`config.mk`:
```
export PLATFORM = sky130hd
export DESIGN_NAME = ssp_fifo_flat
export DESIGN_NICKNAME = d
export VERILOG_FILES = /design/src/rtl/ssp_pkg.sv /design/src/rtl/ssp_fifo_if.sv /design/src/rtl/ssp_fifo_ptr.sv /design/src/rtl/ssp_fifo.sv /design/src/flat_wrapper.sv
export SDC_FILE = /design/constraint.sdc
export NUM_CORES = 1
export LEC_CHECK = 0
export ABC_CLOCK_PERIOD_IN_PS = 2200
export CAP_MARGIN = 20
export CORE_ASPECT_RATIO = 1.4
export CORE_UTILIZATION = 41
export DETAILED_ROUTE_END_ITERATION = 12
export SLEW_MARGIN = 30
export SYNTH_ARGS = -nofsm -noshare
export SYNTH_HDL_FRONTEND = slang
export SYNTH_SLANG_ARGS = --single-unit
```
`constraint.sdc`:
```
create_clock -name pclk -period 2.2 [get_ports pclk]
set_clock_uncertainty 0.15 [all_clocks]
set_input_delay 0.22 -clock pclk [delete_from_list [all_inputs] [get_ports pclk]]
set_output_delay 0.22 -clock pclk [all_outputs]
set_load 0.01 [all_outputs]
```
`src/rtl/ssp_pkg.sv`:
```
// Shared SSP definitions: word and FIFO geometry, and the status-bit layout
// used by both the FIFOs and the status register decode.
package ssp_pkg;

    localparam int SSP_WORD_W     = 8;
    localparam int SSP_FIFO_DEPTH = 4;
    localparam int SSP_FIFO_AW    = 2;

    // Bit positions of the FIFO status flags inside the status register.
    localparam int SSP_STAT_FULL      = 0;
    localparam int SSP_STAT_HAS_WORD  = 1;
    localparam int SSP_STAT_OVERFLOW  = 2;
    localparam int SSP_STAT_UNDERFLOW = 3;
    localparam int SSP_STAT_W         = 4;

    typedef logic [SSP_STAT_W-1:0] ssp_fifo_stat_t;

    // Pack the individual FIFO flags into the status-register layout.
    function automatic ssp_fifo_stat_t ssp_fifo_status(
        input logic full,
        input logic has_word,
        input logic overflow,
        input logic underflow
    );
        ssp_fifo_stat_t stat;
        stat                     = '0;
        stat[SSP_STAT_FULL]      = full;
        stat[SSP_STAT_HAS_WORD]  = has_word;
        stat[SSP_STAT_OVERFLOW]  = overflow;
        stat[SSP_STAT_UNDERFLOW] = underflow;
        return stat;
    endfunction

endpackage

```
`src/rtl/ssp_fifo_if.sv`:
```
// Push/pop/status bundle of one SSP FIFO. The master is whoever drives the
// push and pop requests; the slave is the FIFO itself.
interface ssp_fifo_if
    import ssp_pkg::*;
#(
    parameter int WIDTH = SSP_WORD_W,
    parameter int AW    = SSP_FIFO_AW
) ();

    logic             wr_en;
    logic [WIDTH-1:0] wr_data;
    logic             rd_en;
    logic [WIDTH-1:0] rd_data;
    logic             has_word;
    logic             full;
    logic [AW:0]      count;
    logic             overflow;
    logic             underflow;
    logic             flag_clr;

    modport master (
        output wr_en, wr_data, rd_en, flag_clr,
        input  rd_data, has_word, full, count, overflow, underflow
    );

    modport slave (
        input  wr_en, wr_data, rd_en, flag_clr,
        output rd_data, has_word, full, count, overflow, underflow
    );

endinterface

```
`src/rtl/ssp_fifo_ptr.sv`:
```
// Wrapping AW-bit FIFO pointer: advances by one when inc is high and rolls
// over from DEPTH-1 to 0 through natural binary wrap.
module ssp_fifo_ptr
    import ssp_pkg::*;
#(
    parameter int AW = SSP_FIFO_AW
) (
    input  logic          clk,
    input  logic          rst_n,
    input  logic          inc,
    output logic [AW-1:0] ptr
);

    logic [AW-1:0] ptr_reg;

    // Advance the pointer on each accepted transfer.
    always_ff @(posedge clk or negedge rst_n) begin
        if (!rst_n) begin
            ptr_reg <= '0;
        end else if (inc) begin
            ptr_reg <= ptr_reg + {{(AW-1){1'b0}}, 1'b1};
        end
    end

    assign ptr = ptr_reg;

endmodule

```
`src/rtl/ssp_fifo.sv`:
```
// First-word-fall-through word FIFO between the APB registers and the SSP
// serial logic. The oldest word is always on rd_data; count, has_word and
// full are registered from the next-state count so they move together with
// the pointers. overflow/underflow are sticky error flags.
module ssp_fifo
    import ssp_pkg::*;
#(
    parameter int WIDTH = SSP_WORD_W,
    parameter int DEPTH = SSP_FIFO_DEPTH,
    parameter int AW    = SSP_FIFO_AW
) (
    input  logic     pclk,
    input  logic     clear,
    ssp_fifo_if.slave bus
);

    localparam logic [AW:0] FULL_CNT = DEPTH[AW:0];
    localparam logic [AW:0] ONE_CNT  = {{AW{1'b0}}, 1'b1};

    logic [WIDTH-1:0] mem [DEPTH];

    logic [AW-1:0] wr_ptr;
    logic [AW-1:0] rd_ptr;

    logic [AW:0] count_reg;
    logic [AW:0] count_next;
    logic        has_word_reg;
    logic        full_reg;
    logic        overflow_reg;
    logic        underflow_reg;

    logic do_push;
    logic do_pop;
    logic set_overflow;
    logic set_underflow;

    // A pop only happens when something is stored. A push into a full FIFO
    // is still accepted when a pop frees the bottom slot in the same cycle.
    // Pop-while-empty never bypasses a simultaneous push.
    always_comb begin
        do_pop        = bus.rd_en && has_word_reg;
        do_push       = bus.wr_en && (!full_reg || do_pop);
        set_overflow  = bus.wr_en && full_reg && !do_pop;
        set_underflow = bus.rd_en && !has_word_reg;
    end

    // Next-state occupancy: unchanged when both or neither transfer happens.
    always_comb begin
        count_next = count_reg;
        if (do_push && !do_pop) begin
            count_next = count_reg + ONE_CNT;
        end else if (do_pop && !do_push) begin
            count_next = count_reg - ONE_CNT;
        end
    end

    ssp_fifo_ptr #(.AW(AW)) u_wr_ptr (
        .clk   (pclk),
        .rst_n (clear),
        .inc   (do_push),
        .ptr   (wr_ptr)
    );

    ssp_fifo_ptr #(.AW(AW)) u_rd_ptr (
        .clk   (pclk),
        .rst_n (clear),
        .inc   (do_pop),
        .ptr   (rd_ptr)
    );

    // Word storage: reset clears every entry, pops leave entries in place.
    always_ff @(posedge pclk or negedge clear) begin
        if (!clear) begin
            for (int i = 0; i < DEPTH; i++) begin
                mem[i] <= '0;
            end
        end else if (do_push) begin
            mem[wr_ptr] <= bus.wr_data;
        end
    end

    // Registered occupancy and its derived status flags.
    always_ff @(posedge pclk or negedge clear) begin
        if (!clear) begin
            count_reg    <= '0;
            has_word_reg <= 1'b0;
            full_reg     <= 1'b0;
        end else begin
            count_reg    <= count_next;
            has_word_reg <= (count_next != '0);
            full_reg     <= (count_next == FULL_CNT);
        end
    end

    // Sticky error flags; a new error in the same cycle as flag_clr wins.
    always_ff @(posedge pclk or negedge clear) begin
        if (!clear) begin
            overflow_reg  <= 1'b0;
            underflow_reg <= 1'b0;
        end else begin
            if (set_overflow) begin
                overflow_reg <= 1'b1;
            end else if (bus.flag_clr) begin
                overflow_reg <= 1'b0;
            end
            if (set_underflow) begin
                underflow_reg <= 1'b1;
            end else if (bus.flag_clr) begin
                underflow_reg <= 1'b0;
            end
        end
    end

    assign bus.rd_data   = mem[rd_ptr];
    assign bus.count     = count_reg;
    assign bus.has_word  = has_word_reg;
    assign bus.full      = full_reg;
    assign bus.overflow  = overflow_reg;
    assign bus.underflow = underflow_reg;

endmodule

```
`src/flat_wrapper.sv`:
```
// flat-port wrapper written by rule: the top's interface ports become plain ports
module ssp_fifo_flat import ssp_pkg::*;
#(
    parameter int WIDTH = SSP_WORD_W,
    parameter int DEPTH = SSP_FIFO_DEPTH,
    parameter int AW    = SSP_FIFO_AW
)
  (pclk, clear, bus_wr_en, bus_wr_data, bus_rd_en, bus_flag_clr, bus_rd_data, bus_has_word, bus_full, bus_count, bus_overflow, bus_underflow);
  ssp_fifo_if #(.WIDTH(WIDTH), .AW(AW)) bus_i ();
  input  logic pclk;
  input  logic clear;
  input wire logic [$bits(bus_i.wr_en)-1:0] bus_wr_en;
  input wire logic [$bits(bus_i.wr_data)-1:0] bus_wr_data;
  input wire logic [$bits(bus_i.rd_en)-1:0] bus_rd_en;
  input wire logic [$bits(bus_i.flag_clr)-1:0] bus_flag_clr;
  output wire logic [$bits(bus_i.rd_data)-1:0] bus_rd_data;
  output wire logic [$bits(bus_i.has_word)-1:0] bus_has_word;
  output wire logic [$bits(bus_i.full)-1:0] bus_full;
  output wire logic [$bits(bus_i.count)-1:0] bus_count;
  output wire logic [$bits(bus_i.overflow)-1:0] bus_overflow;
  output wire logic [$bits(bus_i.underflow)-1:0] bus_underflow;
  assign bus_i.wr_en = bus_wr_en;
  assign bus_i.wr_data = bus_wr_data;
  assign bus_i.rd_en = bus_rd_en;
  assign bus_i.flag_clr = bus_flag_clr;
  assign bus_rd_data = bus_i.rd_data;
  assign bus_has_word = bus_i.has_word;
  assign bus_full = bus_i.full;
  assign bus_count = bus_i.count;
  assign bus_overflow = bus_i.overflow;
  assign bus_underflow = bus_i.underflow;
  ssp_fifo #(.WIDTH(WIDTH), .DEPTH(DEPTH), .AW(AW)) u_core (.pclk(pclk), .clear(clear), .bus(bus_i));
endmodule
```
==> summary.md, run 1 <==
| Metric | Value |
|---|---|
| Area grow syn2layout | `25.4%` |
| WL/cell | `17.3 um` |
| Syn avg cell area | `15.0 um2` |
| TritonRoute pass-1 iters | `4` |
| Mapped Area | `2000 um2` |
| Std-Cell Rows | `29` |
| Initial DRC count | `32` |
| Nature of the critical path startpoint | `flop` |
| R2R Path Start | `u_core.bus.count[1]$_DFF_PN0_` |
| Starting density of the core | `43.3%` |
| Synthesized Nets | `152` |
| Detail Route Antenna Nets | `0` |
| Max IR drop VDD | `0.000635 V` |
| Count of final setup violators | `0` |
| Arr. time, crit path | `1.74 ns` |
| R2r setup slk | `0.29 ns` |
| CTS sink count | `43` |
| FF/Latch Area | `1080 um2` |
| Multi-input gate area | `882 um2` |
| DR vias | `1206` |
| Outcome | `completed` |
| Grt total ovfl | `0` |
| Die area | `5160 um2` |
| Finished Layout Cells | `235` |
| Fill cell count | `408` |
| Top post-synthesis cells by area | `dfrtp_1 54%, mux2_2 17%, mux4_2 9.0%` |
| Post-Synthesis Cells | `133` |
| Final TNS setup | `0 ns` |
| Die Wd | `61.0 um` |
| Final Cycle Share | `96.1%` |
| Worst-Skew Late Latency | `0.29 ns` |
| Post-layout min period | `2.11 ns` |
| Share of cells above drive strength 1 | `38.2%` |
| TritonCTS clock tree | `yes` |
| Max Freq | `0.473 GHz` |
| Max reg flops | `32` |
| Diodes inserted | `0` |
| Buffers on Ports | `27` |
| Commonest non-fill, non-tap cell in the layout | `dfrtp_1` |
| Root Buffer | `clkbuf_8` |
| Register area share after synthesis | `53.9%` |
| Number of H-tree levels | `2` |
| Reg2Reg Depth | `6` |
| Post-synth cell types | `27` |
| Total of max-cap violations | `0` |
| Crit-path max FO | `5` |
| Overall routing resource usage | `19.1%` |
| HP Class | `primary input to asynchronous set/reset pin` |
| RSZ-0062 raised after global routing | `false` |
| Fin nets | `191` |
| PwrDens | `1470 nW/um2` |
| Critical R2R Capture | `u_core.bus.has_word$_DFF_PN0_` |
| Vias/cell | `5.13` |
| Ys Warns | `0` |
| GPL Wtd Cong | `0.795` |
| Largest net degree at the start of global routing | `29` |
| DP HPWL | `2.98 mm` |
| Worst Tran Pin Value | `0.650 ns` |
| Max clock buf depth | `2` |
| CTS Buf Count | `5` |
| Total placed cells including tap cells | `225` |
| Clock transition at path regs | `0.09 ns` |
| Die Ht | `84.6 um` |
| Critical setup path kind | `flop to output port` |
| Synth Register Bits | `43` |
| Share of the synthesized area in the top cell type | `53.9%` |
| Global-route wire length before repair | `7.02 mm` |
| Max-slew headroom | `56.7%` |
| CP required | `1.83 ns` |
| Hold Vio Cnt, Final | `0` |
| Number of global-route vias before repair | `1391` |
| Total Routed Length | `4.07 mm` |
| Area leader, netlist | `dfrtp_1` |
| CP Capture Type | `output port` |
| Slew Limit Fails | `0` |
| Initial antenna violation count | `0` |
| Core area | `4610 um2` |
| Post-route DRC | `0` |
| IO Count | `28` |
| Commonest cells after routing, fill and taps aside | `42 x dfrtp_1, 31 x mux2_2, 19 x clkdlybuf4s50_1` |
| Lkg Pwr | `1.10 nW` |
Yosys cell counts:
master / number
nand2_1: 3
o31ai_1: 1
xnor2_1: 5
inv_1: 8
mux4_2: 8
a32oi_1: 1
o22ai_1: 2
dfrtp_1: 43
a21oi_1: 1
a21bo_2: 1
a21boi_4: 1
nand2_4: 5
nand4b_1: 1
a21o_2: 1
nor2b_1: 1
mux2_2: 31
clkbuf_1: 1
o21ai_0: 3
o211ai_1: 1
and4b_2: 1
buf_2: 1
nor2_1: 1
a41oi_1: 1
nand3_1: 2
or2_2: 2
mux2_1: 1
ha_1: 6
worst max-delay path, cell delays in order (launching register included):
cell and delay, ns:
dfrtp_2 0.46, mux4_2 0.51, clkdlybuf4s50_1 0.49
repair_timing:
| item | CTS | global route |
|---|---|---|
| buffers inserted | 1 | 0 |
| setup endpoints to repair | 8 | 0 |
| gates resized for setup | 8 | 0 |
| hold endpoints to repair | 26 | 0 |
| hold buffers | 1 | 0 |
layout make-up:
cell class / instances / share of cell area [%]
Clock inverter: 3 / 1.75
Sequential cell: 43 / 43.0
Timing Repair Buffer: 34 / 12.9
Tap cell: 62 / 3.10
Multi-Input combinational cell: 80 / 35.2
Clock buffer: 5 / 2.75
Inverter: 8 / 1.20
per-stage QoR:
| stage | setup slack (ns) | utilization [%] | power [W] | hold slack (ns) | area [um2] |
|---|---|---|---|---|---|
| global placement | 0.181 | 51.7 | 0.00312 | 0.126 | 2380 |
| detailed placement | 0.123 | 51.7 | 0.00319 | 0.130 | 2380 |
| finish | 0.0860 | 54.3 | 0.00367 | 0.329 | 2500 |
| floorplan | 0.473 | - | 0.00246 | -0.226 | 2000 |
| CTS | 0.0729 | 54.3 | 0.00373 | 0.343 | 2500 |
| global route | 0.00530 | 54.3 | 0.00396 | 0.383 | 2500 |
per-layer routing:
layer	wire (um)	vias to the layer above	GRT usage (%)
met1	1590	610	22.1
met3	114	7	4.47
met4	69	0	6.40
met2	2300	31	33.5
met5	0	-	0
li1	-	558	-
cells by family (layout without fill, tap and decap cells):
group | count (synthesis) | after routing | share of synthesized area, %
buffers and inverters | 10 | 50 | 1.94
adders and majority gates | 6 | 6 | 3.76
DFF | 43 | 43 | 53.9
and+or+nand+nor | 16 | 16 | 6.01
muxes | 40 | 40 | 27.1
AOI/OAI and AO/OA | 13 | 13 | 5.14
xor gates and xnor gates | 5 | 5 | 2.19
worst max path at each step:
stage,startpoint,to,depth (start not counted)
finish,u_core.u_rd_ptr.ptr[1]$_DFFE_PN0P_,bus_rd_data[0],2
global route,u_core.u_rd_ptr.ptr[1]$_DFFE_PN0P_,bus_rd_data[0],2
CTS,u_core.u_rd_ptr.ptr[1]$_DFFE_PN0P_,bus_rd_data[0],2
detailed placement,bus_wr_en,u_core.bus.has_word$_DFF_PN0_,5
global placement,bus_rd_en,u_core.bus.has_word$_DFF_PN0_,6
floorplan,u_core.bus.count[0]$_DFF_PN0_,u_core.bus.has_word$_DFF_PN0_,6
where the power goes:
group | leakage [nW] | internal (W) | switching (W)
Clock | 0.0581 | 0.000338 | 0.000270
Combinational | 0.530 | 0.000984 | 0.000639
Sequential | 0.511 | 0.00118 | 0.000258
Note: power is estimated with default switching activity, not from simulation.
==> run 2, diff against run 1 <==
CORE_MARGIN = 2   (was not set)
CTS_BUF_LIST = sky130_fd_sc_hd__clkbuf_16   (was not set)
GPL_TIMING_DRIVEN = 0   (was not set)
==> summary.md, run 2 (same netlist as run 1, synthesis figures left out) <==
| Metric | Value |
|---|---|
| Max IR drop VDD | `0.000594 V` |
| R2r setup slk | `0.33 ns` |
| Diodes inserted | `0` |
| TritonCTS clock tree | `yes` |
| Die area | `5450 um2` |
| Area grow syn2layout | `28.2%` |
| Total of max-cap violations | `0` |
| Slew Limit Fails | `0` |
| Number of H-tree levels | `2` |
| Sw Pwr | `0.00117 W` |
| Share of cells above drive strength 1 | `36.1%` |
| Fin nets | `187` |
| Post-route DRC | `0` |
| Outcome | `completed` |
| Overall routing resource usage | `15.6%` |
| WHS | `0.243 ns` |
| Count of final setup violators | `0` |
| Worst Tran Pin Value | `0.383 ns` |
| CTS sink count | `43` |
| Initial antenna violation count | `0` |
| Net Sw Frac | `30.1%` |
| Grt total ovfl | `0` |
| Initial DRC count | `30` |
| GPL Wtd Cong | `0.747` |
| Die Wd | `63.0 um` |
| Commonest non-fill, non-tap cell in the layout | `dfrtp_1` |
| Max-slew headroom | `74.4%` |
| Number of global-route vias before repair | `1355` |
| DR vias | `1208` |
| Global-route wire length before repair | `6.33 mm` |
| Hold Vio Cnt, Final | `0` |
| Cell-internal power | `0.00273 W` |
| CP Capture Type | `output port` |
| Max Freq | `0.464 GHz` |
| HP Class | `primary input to asynchronous set/reset pin` |
| Starting density of the core | `41.9%` |
| Overall power | `0.00390 W` |
| TritonRoute pass-1 iters | `4` |
| Post-layout min period | `2.16 ns` |
| CTS Buf Count | `5` |
| Root Buffer | `clkbuf_16` |
| Share of power burned in the clock network | `20.7%` |
| Max reg flops | `32` |
| Die Ht | `86.6 um` |
| Buffers on Ports | `27` |
| Detail Route Antenna Nets | `0` |
| Final Cycle Share | `98.0%` |
| Lkg Pwr | `1.15 nW` |
| Commonest cells after routing, fill and taps aside | `42 x dfrtp_1, 31 x mux2_2, 20 x clkdlybuf4s50_1` |
| Vias/cell | `5.18` |
| Core area | `4770 um2` |
| Largest net degree at the start of global routing | `30` |
| Nature of the critical path startpoint | `flop` |
| PwrDens | `1520 nW/um2` |
| Crit-path max FO | `10` |
| IO Count | `28` |
| Logic pwr share | `42.0%` |
| Critical setup path kind | `flop to output port` |
| CP required | `1.83 ns` |
| Clock transition at path regs | `0.06 ns` |
| Worst-Skew Late Latency | `0.28 ns` |
| Total Routed Length | `3.90 mm` |
| Flop pwr share | `37.3%` |
| Max clock buf depth | `2` |
| Arr. time, crit path | `1.79 ns` |
| DP HPWL | `2.74 mm` |
| Std-Cell Rows | `30` |
| WL/cell | `16.7 um` |
| RSZ-0062 raised after global routing | `false` |
==> run 2: changes by cell type in the layout (fill, tap and decap cells not counted), sizes merged <==
cell,change
dlygate4sd2,-6
dlymetal6s2s,+5
buf,-4
clkdlybuf4s50,+1
==> run 2: routing by layer <==
layer / part of all wire, % / global-route usage, % / wire, um / vias to the layer above
met5: 0 / 0 / 0 / -
met4: 2.6 / 7.88 / 102 / 0
met3: 3.2 / 4.29 / 123 / 8
met2: 54 / 28.7 / 2100 / 30
met1: 40 / 16.2 / 1570 / 616
li1: - / - / - / 554
==> run 2: timing repair <==
item,in CTS,in global routing
gates resized for setup,4,7
endpoints found under the setup margin,8,7
setup buffers,0,0
hold buffers,1,0
endpoints found under the hold margin,14,0
==> run 2: area by class of cell <==
type	count	area, um2
fillers	439	2210
inverters	8	30.0
plain buffers	1	20.0
repair buffers	29	307
clock inverters	3	38.8
well taps	64	80.1
multi-input cells	80	882
clock buffers	5	125
flip-flops and latches	43	1080
==> run 2: metrics by stage <==
step / instances / TNS, ns / instance area, um2 / utilization (%) / setup slack (ns)
after floorplan: 133 / 0 / 2000 / - / 0.473
after global placement: 224 / -11.65 / 2350 / 49.2 / -0.272
after detailed placement: 225 / -0.0418 / 2360 / 49.6 / -0.0418
after CTS: 233 / 0 / 2540 / 53.3 / 0.00267
after global routing: 233 / 0 / 2560 / 53.7 / 0.000900
final: 233 / 0 / 2560 / 53.7 / 0.0441
==> run 2: final timing paths <==
| check | start | end | depth (start not counted) |
|---|---|---|---|
| setup / recovery | u_core.u_rd_ptr.ptr[0]$_DFFE_PN0P_ | bus_rd_data[4] | 3 |
| hold / removal | clear | u_core.mem[18]$_DFFE_PN0P_ | 2 |
| setup reg to reg | u_core.bus.count[1]$_DFF_PN0_ | u_core.bus.has_word$_DFF_PN0_ | 6 |
| hold reg to reg | u_core.mem[18]$_DFFE_PN0P_ | u_core.mem[18]$_DFFE_PN0P_ | 1 |
| max in group asynchronous | clear | u_core.u_rd_ptr.ptr[1]$_DFFE_PN0P_ | 3 |
| min in group pclk | u_core.mem[18]$_DFFE_PN0P_ | u_core.mem[18]$_DFFE_PN0P_ | 1 |
==> run 2: critical path, cell delays in order (launching register included) <==
cell	delay, ns
dfrtp_1	0.37
buf_12	0.16
mux4_2	0.49
clkdlybuf4s50_1	0.49
==> run 2: power groups by stage <==
stage	Sequential, W	Clock [W]	Combinational, W
global route	0.00150	0.000865	0.00177
global placement	0.00138	0	0.00166
floorplan	0.00137	0	0.00109
finish	0.00146	0.000806	0.00164
CTS	0.00145	0.000832	0.00168
detailed placement	0.00141	0	0.00172
==> run 3, diff against run 2 <==
CTS_BUF_LIST = sky130_fd_sc_hd__clkbuf_2   (was sky130_fd_sc_hd__clkbuf_16)
SYNTH_HIERARCHICAL = 1   (was not set)
TNS_END_PERCENT = 10   (was not set)
==> summary.md, run 3 <==
| Metric | Value |
|---|---|
| Synthesized Nets | `137` |
| FF/Latch Area | `1080 um2` |
| Die Ht | `84.3 um` |
| Post-synth cell types | `24` |
| Most frequent cell after synthesis | `dfrtp_1` |
| Outcome | `completed` |
| TritonRoute pass-1 iters | `2` |
| Max clock buf depth | `2` |
| Critical setup path kind | `flop to output port` |
| Synth Flop Type | `dfrtp_1` |
| Largest net degree at the start of global routing | `24` |
| DR vias | `1112` |
| Total placed cells including tap cells | `212` |
| Arr. time, crit path | `1.72 ns` |
| Setup crit start | `u_core/u_rd_ptr/ptr[0]$_DFFE_PN0P_` |
| Initial DRC count | `28` |
| Starting density of the core | `42.0%` |
| Syn avg cell area | `15.5 um2` |
| HP Class | `primary input to asynchronous set/reset pin` |
| Worst-Skew Late Latency | `0.39 ns` |
| Register area share after synthesis | `57.0%` |
| Nature of the critical path startpoint | `flop` |
| R2r setup slk | `0.13 ns` |
| Multi-input gate area | `782 um2` |
| Std-Cell Rows | `29` |
| Diodes inserted | `0` |
| Final Cycle Share | `95.2%` |
| Post-synthesis async set-or-reset flop share | `100%` |
| Die area | `5170 um2` |
| Mapped Area | `1890 um2` |
| PwrDens | `1410 nW/um2` |
| Max reg flops | `32` |
| CP Capture Type | `output port` |
| Share of cells above drive strength 1 | `36.3%` |
| Number of H-tree levels | `2` |
| Count of final setup violators | `0` |
| Crit-path max FO | `7` |
| Die Wd | `61.4 um` |
| GPL Wtd Cong | `0.704` |
| Core area | `4500 um2` |
| Fill cell count | `446` |
| TritonCTS clock tree | `yes` |
| Post-Synthesis Cells | `122` |
| Overall routing resource usage | `15.2%` |
| DP HPWL | `2.48 mm` |
| Initial antenna violation count | `0` |
| Post-layout min period | `2.09 ns` |
| CP required | `1.83 ns` |
| CTS Buf Count | `5` |
| Worst Tran Pin Value | `0.553 ns` |
| Total of max-cap violations | `0` |
| WHS | `0.125 ns` |
| Global-route wire length before repair | `5.80 mm` |
| Max IR drop VDD | `0.000737 V` |
| WL/cell | `15.5 um` |
| Lkg Pwr | `1.01 nW` |
| Top post-synthesis cells by area | `dfrtp_1 57%, mux2_2 19%, mux4_2 9.5%` |
| Area grow syn2layout | `23.8%` |
| Fin nets | `174` |
| Buffers on Ports | `27` |
| Total Routed Length | `3.45 mm` |
| Grt total ovfl | `0` |
| Ys Warns | `6` |
| Root Buffer | `clkbuf_2` |
| Vias/cell | `5.01` |
| Max Freq | `0.477 GHz` |
| Commonest non-fill, non-tap cell in the layout | `dfrtp_1` |
| Critical R2R Capture | `u_core/mem[31]$_DFFE_PN0P_` |
| IO Count | `28` |
| CTS sink count | `43` |
| Post-synth top cells | `43 x dfrtp_1, 32 x mux2_2, 8 x inv_1, 8 x mux4_2, 4 x xnor2_1` |
| Detail Route Antenna Nets | `0` |
| Post-synth EDFFs | `0` |
| Reg2Reg Depth | `4` |
| Max-slew headroom | `63.1%` |
| Post-route DRC | `0` |
| Hold Vio Cnt, Final | `0` |
| Area leader, netlist | `dfrtp_1` |
| Commonest cells after routing, fill and taps aside | `43 x dfrtp_1, 32 x mux2_2, 18 x clkdlybuf4s50_1` |
| Number of global-route vias before repair | `1222` |
| Slew Limit Fails | `0` |
| RSZ-0062 raised after global routing | `true` |
| CP Capture Point | `bus_rd_data[4]` |
| Clock transition at path regs | `0.23 ns` |
| R2R Path Start | `u_core/bus.has_word$_DFF_PN0_` |
| Finished Layout Cells | `222` |
| Synth Register Bits | `43` |
| Share of the synthesized area in the top cell type | `57.0%` |
## run 3: through the flow
step           area [um2]  utilization [%]  power (W)   TNS, ns  worst slack (ns)
3_5_place_dp         2260             50.2    0.00305     -6.17            -0.295
4_1_cts              2320             51.6    0.00331         0            0.0106
6_report             2340             52.0    0.00330         0             0.106
3_3_place_gp         2240             49.7    0.00296    -14.17            -0.251
2_1_floorplan        1890                -    0.00239         0             0.375
5_1_grt              2340             52.0    0.00355  -0.00433          -0.00433
## run 3: what timing repair did
action / in CTS / in global routing
hold buffers: 1 / 0
buffers inserted: 2 / 0
setup endpoints to repair: 8 / 9
endpoints found under the hold margin: 43 / 0
resized for setup: 16 / 10
## run 3: worst max-delay path: stages (launching register included)
cell and delay [ns]:
dfrtp_1 0.41, buf_6 0.16, buf_6 0.12, mux4_2 0.49, buf_2 0.15
## run 3: routing by layer
layer	up-vias	global-route usage, %	part of all wire (%)
li1	516	-	-
met1	567	18.0	40
met2	25	25.9	54
met3	4	3.85	3.9
met4	0	5.22	1.4
met5	-	0	0
## run 3: layout make-up
type | instances | share of cell area (%)
buffer | 1 | 0.481
clock buffer | 5 | 1.07
clock inverter | 3 | 1.07
inverter | 8 | 1.28
multi-input combinational | 69 | 33.4
sequential | 43 | 46.0
tap | 62 | 3.32
timing repair buffer | 31 | 13.4
## run 3: where the power goes
part	leakage, nW	switching (W)	internal [W]	total [W]
registers	0.511	0.000261	0.00117	0.00143
logic	0.468	0.000568	0.000955	0.00152
clock network	0.0292	0.000259	0.0000821	0.000341
total	1.01	0.00109	0.00221	0.00330
## run 3: kinds of logic after synthesis
group	after synthesis	share of synthesized area [%]
xor+xnor	6	2.78
compound gates	5	1.99
flops	43	57.0
simple gates	13	4.70
buf+inv	10	2.05
fa+ha+maj	2	1.32
mux	43	30.2
## run 3: how the worst min path moves through the flow
stage / slack [ns] / from / end
after global routing: 0.13 / clear / u_core/mem[6]$_DFFE_PN0P_
after floorplan: -0.23 / clear / u_core/bus.count[0]$_DFF_PN0_
final: 0.12 / clear / u_core/mem[6]$_DFFE_PN0P_
after CTS: 0.12 / clear / u_core/mem[6]$_DFFE_PN0P_
after detailed placement: 0.08 / clear / u_core/mem[5]$_DFFE_PN0P_
after global placement: 0.31 / u_core/u_rd_ptr/ptr[1]$_DFFE_PN0P_ / u_core/u_rd_ptr/ptr[1]$_DFFE_PN0P_
